[config.mk]
export PLATFORM = sky130hd
export DESIGN_NAME = join2_sync
export DESIGN_NICKNAME = d
export VERILOG_FILES = /design/src/rtl/join2_pkg.sv /design/src/rtl/join2_sync_fifo.sv /design/src/rtl/join2_sync.sv
export SDC_FILE = /design/constraint.sdc
export NUM_CORES = 1
export LEC_CHECK = 0
export BUFFER_PORTS_ARGS = -buffer_cell sky130_fd_sc_hd__buf_2
export CAP_MARGIN = 30
export CORE_MARGIN = 2
export CORE_UTILIZATION = 52
export CTS_BUF_LIST = sky130_fd_sc_hd__clkbuf_8
export CTS_CLUSTER_DIAMETER = 100
export CTS_CLUSTER_SIZE = 28
export DETAILED_ROUTE_END_ITERATION = 7
export PLACE_DENSITY = 0.79
export SLEW_MARGIN = 20
export SYNTH_ARGS = -nofsm -noshare
export SYNTH_HDL_FRONTEND = slang
export SYNTH_SLANG_ARGS = --single-unit
[constraint.sdc]
create_clock -name clk -period 1.7 [get_ports clk]
set_input_delay 0.17 -clock clk [delete_from_list [all_inputs] [get_ports clk]]
set_output_delay 0.17 -clock clk [all_outputs]
set_load 0.03 [all_outputs]
[src/rtl/join2_pkg.sv]
// Shared types and constants for the join2_sync block and its input FIFOs.
package join2_pkg;

  // Output register occupancy.
  typedef enum logic {
    OUT_EMPTY = 1'b0,
    OUT_FULL  = 1'b1
  } out_state_t;

  // Per-channel buffering: one channel may run this many tokens ahead.
  localparam int FIFO_DEPTH = 2;

  // Width needed to hold an occupancy of 0..FIFO_DEPTH.
  localparam int FIFO_CNT_W = $clog2(FIFO_DEPTH + 1);

  // Occupancy value at which a FIFO stops accepting.
  localparam logic [FIFO_CNT_W-1:0] FIFO_FULL = FIFO_CNT_W'(FIFO_DEPTH);

endpackage

[src/rtl/join2_sync_fifo.sv]
// tok_fifo2: two-entry register FIFO holding tokens for one join input channel.
// Ready is registered from the next occupancy so it never depends on valid.
module tok_fifo2
  import join2_pkg::*;
#(
  parameter int WIDTH = 8
) (
  input  logic                  clk,
  input  logic                  reset,
  input  logic                  i_push,
  input  logic [WIDTH-1:0]      i_push_data,
  input  logic                  i_pop,
  output logic [FIFO_CNT_W-1:0] o_count,
  output logic [WIDTH-1:0]      o_head,
  output logic                  o_ready
);

  logic [WIDTH-1:0]      r_mem [FIFO_DEPTH];
  logic                  r_wr_ptr;
  logic                  r_rd_ptr;
  logic [FIFO_CNT_W-1:0] r_count;
  logic                  r_ready;
  logic [FIFO_CNT_W-1:0] w_count_nxt;

  // Next occupancy: a simultaneous push and pop leaves the count unchanged.
  always_comb begin
    // NOTE: every always_comb output gets a default first so no latch is inferred.
    w_count_nxt = r_count;
    case ({i_push, i_pop})
      2'b10:   w_count_nxt = r_count + FIFO_CNT_W'(1);
      2'b01:   w_count_nxt = r_count - FIFO_CNT_W'(1);
      default: w_count_nxt = r_count;
    endcase
  end

  // Pointer, occupancy and ready registers; all cleared by reset.
  always_ff @(posedge clk) begin
    // NOTE: sequential state uses non-blocking assignments so every flop samples pre-edge values.
    if (reset) begin
      r_wr_ptr <= 1'b0;
      r_rd_ptr <= 1'b0;
      r_count  <= '0;
      r_ready  <= 1'b0;
    end else begin
      if (i_push) r_wr_ptr <= ~r_wr_ptr;
      if (i_pop)  r_rd_ptr <= ~r_rd_ptr;
      r_count <= w_count_nxt;
      r_ready <= (w_count_nxt < FIFO_FULL);
    end
  end

  // Storage write port.
  always_ff @(posedge clk) begin
    // NOTE: the storage array is not reset; occupancy alone decides which entries are meaningful.
    if (i_push) r_mem[r_wr_ptr] <= i_push_data;
  end

  assign o_count = r_count;
  assign o_head  = r_mem[r_rd_ptr];
  assign o_ready = r_ready;

endmodule

[src/rtl/join2_sync.sv]
// join2_sync: joins one token from each of two valid/ready channels into a single
// output token {in1, in0} and flags whether the two payloads differed.
module join2_sync
  import join2_pkg::*;
#(
  parameter int WIDTH = 8,
  parameter int CNT_W = 16
) (
  input  logic                 clk,
  input  logic                 reset,
  input  logic                 in0_valid,
  output logic                 in0_ready,
  input  logic [WIDTH-1:0]     in0_data,
  input  logic                 in1_valid,
  output logic                 in1_ready,
  input  logic [WIDTH-1:0]     in1_data,
  output logic                 out_valid,
  input  logic                 out_ready,
  output logic [2*WIDTH-1:0]   out_data,
  output logic                 out_mismatch,
  output logic [CNT_W-1:0]     join_count,
  output logic [CNT_W-1:0]     mismatch_count
);

  out_state_t            r_state;
  out_state_t            w_state_nxt;
  logic [2*WIDTH-1:0]    r_data;
  logic                  r_mismatch;
  logic [CNT_W-1:0]      r_join_count;
  logic [CNT_W-1:0]      r_mismatch_count;

  logic                  w_push0, w_push1;
  logic [FIFO_CNT_W-1:0] w_count0, w_count1;
  logic [WIDTH-1:0]      w_head0, w_head1;
  logic                  w_ready0, w_ready1;
  logic                  w_fire;
  logic                  w_deliver;

  assign w_push0   = in0_valid && w_ready0;
  assign w_push1   = in1_valid && w_ready1;
  assign w_deliver = (r_state == OUT_FULL) && out_ready;
  assign w_fire    = (w_count0 != '0) && (w_count1 != '0) &&
                     ((r_state == OUT_EMPTY) || out_ready);

  tok_fifo2 #(.WIDTH(WIDTH)) u_fifo0 (
    .clk         (clk),
    .reset       (reset),
    .i_push      (w_push0),
    .i_push_data (in0_data),
    .i_pop       (w_fire),
    .o_count     (w_count0),
    .o_head      (w_head0),
    .o_ready     (w_ready0)
  );

  tok_fifo2 #(.WIDTH(WIDTH)) u_fifo1 (
    .clk         (clk),
    .reset       (reset),
    .i_push      (w_push1),
    .i_push_data (in1_data),
    .i_pop       (w_fire),
    .o_count     (w_count1),
    .o_head      (w_head1),
    .o_ready     (w_ready1)
  );

  // Output register next state: a join refills it, a delivery without a join drains it.
  always_comb begin
    w_state_nxt = r_state;
    case (r_state)
      OUT_EMPTY: if (w_fire) w_state_nxt = OUT_FULL;
      OUT_FULL: begin
        if (w_fire)         w_state_nxt = OUT_FULL;
        else if (out_ready) w_state_nxt = OUT_EMPTY;
      end
      default:              w_state_nxt = OUT_EMPTY;
    endcase
  end

  // Output state register.
  always_ff @(posedge clk) begin
    if (reset) r_state <= OUT_EMPTY;
    else       r_state <= w_state_nxt;
  end

  // Joined payload and mismatch flag; held until the next join replaces them.
  always_ff @(posedge clk) begin
    if (reset) begin
      r_data     <= '0;
      r_mismatch <= 1'b0;
    end else if (w_fire) begin
      r_data     <= {w_head1, w_head0};
      r_mismatch <= (w_head0 != w_head1);
    end
  end

  // Saturating delivery statistics.
  always_ff @(posedge clk) begin
    if (reset) begin
      r_join_count     <= '0;
      r_mismatch_count <= '0;
    end else if (w_deliver) begin
      if (r_join_count != '1)
        r_join_count <= r_join_count + CNT_W'(1);
      if (r_mismatch && (r_mismatch_count != '1))
        r_mismatch_count <= r_mismatch_count + CNT_W'(1);
    end
  end

  assign in0_ready      = w_ready0;
  assign in1_ready      = w_ready1;
  assign out_valid      = (r_state == OUT_FULL);
  assign out_data       = r_data;
  assign out_mismatch   = r_mismatch;
  assign join_count     = r_join_count;
  assign mismatch_count = r_mismatch_count;

endmodule

Yosys cells after proc, flatten, opt, wreduce, memory -nomap -nowiden
Memory sizes are Yosys's and may differ from the RTL's. A register that Yosys moved wholly into a read port is not among the register bits.
Index checks and enable logic that the tools add are counted.
- add/subtract/negate cells: 6
- magnitude comparators: 2
- equal/unequal tests: 7
- muxes and demuxes: 14
- bitwise operators: 5
- reductions and logical operators: 11
- operators with widths (cell ; count):
    $add A16 B1 Y16 const B ; 2
    $ne A16 B16 Y1 const B ; 2
    $mux W1 ; 11
    $ne A8 B8 Y1 ; 1
    $pmux W2 S2 ; 2
    $logic_and A1 B1 Y1 ; 6
    $not A1 Y1 ; 5
    $add A2 B1 Y2 const B ; 2
    $eq A2 B1 Y1 const B ; 2
    $eq A2 B2 Y1 const B ; 2
    $lt A2 B2 Y1 const B ; 2
    $reduce_and A2 Y1 ; 2
    $reduce_bool A2 Y1 ; 2
    $sub A2 B1 Y2 const B ; 2
    $pmux W1 S2 ; 1
    $logic_or A1 B1 Y1 ; 1
- flip-flop bits (word level): 60
- memory bits (writable): 32
- input bits: 21
- word-level logic and storage cells: 60
- memories: 2
- memories (name ; depth ; bits a word ; read ports ; clocked after Yosys merged registers in ; wr ports ; RTL line ; source):
    u_fifo0.r_mem ; 2 ; 8 ; 1 ; 1 ; 1 ; join2_sync_fifo.sv:18 ; logic [WIDTH-1:0] r_mem [FIFO_DEPTH];
    u_fifo1.r_mem ; 2 ; 8 ; 1 ; 1 ; 1 ; join2_sync_fifo.sv:18 ;

Longest topological paths before layout
- word-level depth: 6
- mapped depth: 9
- mapped depth without buffers: 7

By module
Synthesis repeated with hierarchy kept, for this count alone.
- cell total of the unflattened synthesis: 384
- area, all modules: 4000.1 sq um
- modules (own cells, without submodules) (module ; times used ; cells an instance ; area each (sq um)):
    join2_sync ; 1 ; 288 ; 2378.5
    tok_fifo2 ; 2 ; 48 ; 810.8

Worst setup path before layout
No wires, ideal clock.
- path type: register to register
- start point: register r_state, in the netlist out_valid
- end point: register (tool-made name)
- setup time: 0.066 ns
- data arrival time: 1.933 ns
- required time: 1.634 ns
- setup slack: -0.299 ns
- stages on the path, launching flop included: 9
- buffers on the path: 2
- clock period less this slack: 1.999 ns
- cell sequence: dfxtp_1 nand2b_1 nor2b_1 buf_2 buf_1 ha_1 nor2_1 xor2_1 nor2b_1
- RTL lines (what ; RTL line ; source):
    start: declaration ; join2_sync.sv:25 ; out_state_t r_state;
    start signal: assignment ; join2_sync.sv:83 ; else r_state <= w_state_nxt;

Worst setup path in the final report
- start point: register r_mismatch_count[0], in the netlist mismatch_count[0]
- end point: register r_mismatch_count[0], in the netlist mismatch_count[0]
- cells in the longest elaborated chain, start to end: 3
- elaborated cells between the ends (all ways): 4
- classes of those cells: 1 x add/sub; 1 x eq/ne; 2 x reduce/logical
- ends and longest elaborated chain (what ; RTL line ; source):
    start: declaration ; join2_sync.sv:30 ; logic [CNT_W-1:0] r_mismatch_count;
    start signal: assignment ; join2_sync.sv:106 ; r_mismatch_count <= r_mismatch_count + CNT_W'(1);
    branches (longest 3 deep; another with $add A16 B1 Y16) ; -- ;
Parallel ways; which one is timed is not known.
A chain may end at the register's enable or synchronous reset.

==> results.py <==
metrics = {
    "cells_and_area": {
        "stdcell_area_um2": 4880,
        "synthToLayoutAreaGrowth_pct": 26.2,
        "drive_gt1_frac": 0.308,
        "seqCellArea_um2": 2220,
        "fill_cells": 551,
        "fin_nets": 481,
        "diodes": 0,
        "finalNonFillerCells": 560,
        "multiInputGateArea_um2": 1630,
    },
    "power_and_ir_drop": {
        "leakagePower_nw": 1.87,
        "ir_worst_vdd_mv": 0.574,
        "power_per_cell_area_nw_per_um2": 1100,
        "p_total_mw": 5.38,
    },
    "critical_path": {
        "slowest_delay_ps": 390,
        "crit_type": "flip-flop to flip-flop",
        "cpLargestDelayFamily": "simple AND/OR/NAND/NOR gates",
        "worst_ep_arrival_time_ps": 1880,
        "worst_setup_path_start_kind": "flip-flop",
        "critPathLaunch": "mismatch_count[0]$_SDFFE_PP0P_",
        "cp.required_ps": 1950,
        "critPathBufInv": 1,
        "crit_top_cell": "nor2_1",
        "worstSetupEndpoint": "mismatch_count[0]$_SDFFE_PP0P_",
        "crit_fanout": 6,
        "cp_slowest_cell": "dfxtp_4",
        "r2r_start": "mismatch_count[0]$_SDFFE_PP0P_",
        "cp_num_cells": 7,
        "crit_chain": "ha_4, nand4_1, nor4_4, buf_4, nor2_1, xnor2_1, nor2_1",
        "reg2reg_to": "mismatch_count[0]$_SDFFE_PP0P_",
        "ff2ff_path_depth": 7,
        "rrSetupSlack_ps": 70,
        "crit_path_end_kind": "flip-flop",
    },
    "place": {
        "gp_congestion": 0.855,
        "numPortBuffers": 72,
        "dp.cells": 527,
        "place_ws_ps": 94.1,
        "dpl.hpwl_um": 5600,
        "place_area_um2": 4500,
    },
    "route": {
        "ant_nets": 0,
        "drt_pass1_iterations": 4,
        "vias": 2886,
        "viasPerCell": 5.15,
        "wl_um": 7950,
        "drt_iter0_markers": 121,
        "drc": 0,
        "wl_per_cell_um": 14.2,
    },
    "yosys": {
        "synth_top_family_by_area": "simple AND/OR/NAND/NOR gates",
        "synth_mux_area_frac": 0.0440,
        "yosysUniqueCellTypes": 41,
        "synth_most_common_cell": "nor2_1",
        "yosys.area.top_type": "dfxtp_1",
        "syn_inst": 347,
        "synth_top_area_share": 0.321,
        "synth_area_um2": 3870,
        "synth_edf_count": 32,
        "yosysWarnings": 0,
        "synthSimpleGateAreaFrac": 0.182,
        "synthAdderAreaFrac": 0.0129,
        "syn-mean-instance-area_um2": 11.1,
        "synth_flop_cell": "dfxtp_1",
        "synth_area_leaders": "dfxtp_1 (32%), edfxtp_1 (25%), xnor2_1 (6.6%)",
        "async_flop_share": 0,
        "syn_nets": 372,
        "ys_seq_area_frac": 0.569,
        "synth_common_cells": "nor2_1 (66), dfxtp_1 (62), edfxtp_1 (32)",
        "synth_xor_area_frac": 0.106,
        "synth-seq-cells": 94,
        "synth-compound-area-share": 0.0647,
    },
    "global_routing": {
        "grt_overflow_total": 0,
        "grt_max_degree": 63,
        "grt_pass1_vias": 2843,
        "antenna_found_initial": 0,
        "grt_util_all_layers": 0.201,
        "grt_pass1_wl_um": 13200,
    },
    "clock_network": {
        "h-tree-depth": 3,
        "cts_tree": "built",
        "root_buffer": "clkbuf_8",
        "cts.sinks": 94,
        "clkTransAtPathRegs_ps": 90,
        "clock_latency_ps": 360,
        "cts.path.max_buffers": 2,
        "numCtsBuffers": 9,
    },
    "timing": {
        "finalClockSkew_ps": 12.6,
        "finalSetupViolations": 0,
        "finalWorstSetupSlack_ps": 68.1,
        "fmax_mhz": 613,
        "hold_viol_final": 0,
        "tightest_slew_ps": 394,
        "slew_headroom": 0.735,
        "fin_crit_ps": 1630,
        "grt_setup_unrepaired": "yes",
        "fin_crit_sh": 0.960,
        "finalMaxSlewViolations": 0,
    },
    "worst_hold_path": {
        "holdCritPathClass": "input port to flip-flop",
    },
    "floorplan": {
        "die_h_um": 90.2,
        "initial_utilization": 0.536,
        "dieArea_um2": 8140,
        "ios": 73,
        "core_area_um2": 7210,
        "rows": 31,
        "dieWidth_um": 90.2,
    },
    "run_status": {
        "status": "finished clean",
    },
    "job": {
        "max_cap_viol_count": 0,
    },
}
==> state kept, by name, indices dropped and copies added, names as in the netlist, named ones only <==
name	count
u_fifo1.r_rd_ptr	1
out_valid	1
mismatch_count	16
u_fifo1.o_count	1
u_fifo1.r_wr_ptr	1
u_fifo0.o_ready	1
u_fifo0.r_mem	16
u_fifo0.o_count	1
u_fifo0.r_rd_ptr	1
u_fifo1.r_mem	16
join_count	16
u_fifo0.r_wr_ptr	1
out_data	16
u_fifo1.o_ready	1
out_mismatch	1
==> where the power goes <==
part	switching, mW	total (mW)	internal [mW]
clock network	0.783	1.36	0.579
registers	0.151	2.75	2.60
logic	0.775	1.27	0.500
==> stage by stage <==
stage	hold slack (ps)	util	setup TNS, ps
after floorplan	269	-	-19.5
after global placement	358	0.623	0
after detailed placement	362	0.623	0
after CTS	0.320	0.668	0
after global routing	4.53	0.677	-66.2
final	15.0	0.677	0
==> worst min path at each step <==
stage	end	slack, ps	from	cells after the start
5_1_grt	u_fifo1.r_mem[0][2]$_DFFE_PP_	5	in1_data[2]	1
4_1_cts	u_fifo1.r_mem[0][0]$_DFFE_PP_	0.3	in1_data[0]	1
6_report	u_fifo1.r_mem[0][2]$_DFFE_PP_	20	in1_data[2]	1
2_1_floorplan	u_fifo0.r_mem[0][0]$_DFFE_PP_	270	in0_data[0]	0
3_5_place_dp	u_fifo0.r_mem[1][3]$_DFFE_PP_	360	in0_data[3]	1
3_3_place_gp	u_fifo1.r_mem[0][4]$_DFFE_PP_	360	in1_data[4]	1
==> cell type report <==
type / count / share of cell area
Clock buffer: 10 / 0.0282
Clock inverter: 6 / 0.00948
Inverter: 4 / 0.00308
Multi-Input combinational cell: 234 / 0.333
Sequential cell: 94 / 0.454
Tap cell: 99 / 0.0254
Timing Repair Buffer: 113 / 0.147
==> layer usage <==
metal,vias to the layer above,routed length [um],share of wire,track usage
met5,-,0,0,0
li1,1443,-,-,-
met1,1371,3670,0.46,0.264
met4,0,128,0.016,0.0885
met2,60,3860,0.49,0.320
met3,12,284,0.036,0.0427
==> worst reg2reg max path, cell delays in order, from the launching register on <==
cell and delay [ps]:
dfxtp_4 390, ha_4 140, nand4_1 150, nor4_4 350, buf_4 210, nor2_1 70
xnor2_1 160, nor2_1 50
==> placed cells by master (no fill, tap or decap), types with 3 or more instances in the layout <==
| master | instances |
|---|---|
| nor3_1 | 4 |
| dfxtp_1 | 54 |
| buf_4 | 26 |
| a21oi_1 | 5 |
| buf_2 | 72 |
| edfxtp_1 | 32 |
| a211oi_1 | 21 |
| and4_1 | 3 |
| inv_1 | 4 |
| xnor2_1 | 29 |
| clkbuf_8 | 10 |
| mux2i_2 | 3 |
| nor4_1 | 5 |
| dlygate4sd3_1 | 14 |
| nand4_1 | 6 |
| ha_1 | 3 |
| and3_1 | 5 |
| dfxtp_2 | 6 |
| nor2_1 | 66 |
| mux2i_1 | 14 |
| xor2_1 | 18 |
| nand3_1 | 11 |
| nand2_1 | 10 |
==> kinds of logic (layout without fill, tap and decap cells) <==
| kind of cell | Yosys count | after routing |
|---|---|---|
| AND/OR/NAND/NOR | 133 | 133 |
| flip-flops | 94 | 94 |
| XOR/XNOR | 47 | 47 |
| AO/OA/AOI/OAI | 33 | 33 |
| buffers and inverters | 19 | 133 |
| multiplexers | 17 | 17 |
| adder cells (fa/ha/maj) | 4 | 4 |
==> timing repair <==
item                                    in CTS  in global routing
buffers inserted                             0                  3
resized for setup                            0                  9
endpoints found under the setup margin       0                  5
hold buffers                                14                  0
hold endpoints to repair                    25                  0
Note: power is estimated with default switching activity, not from simulation.
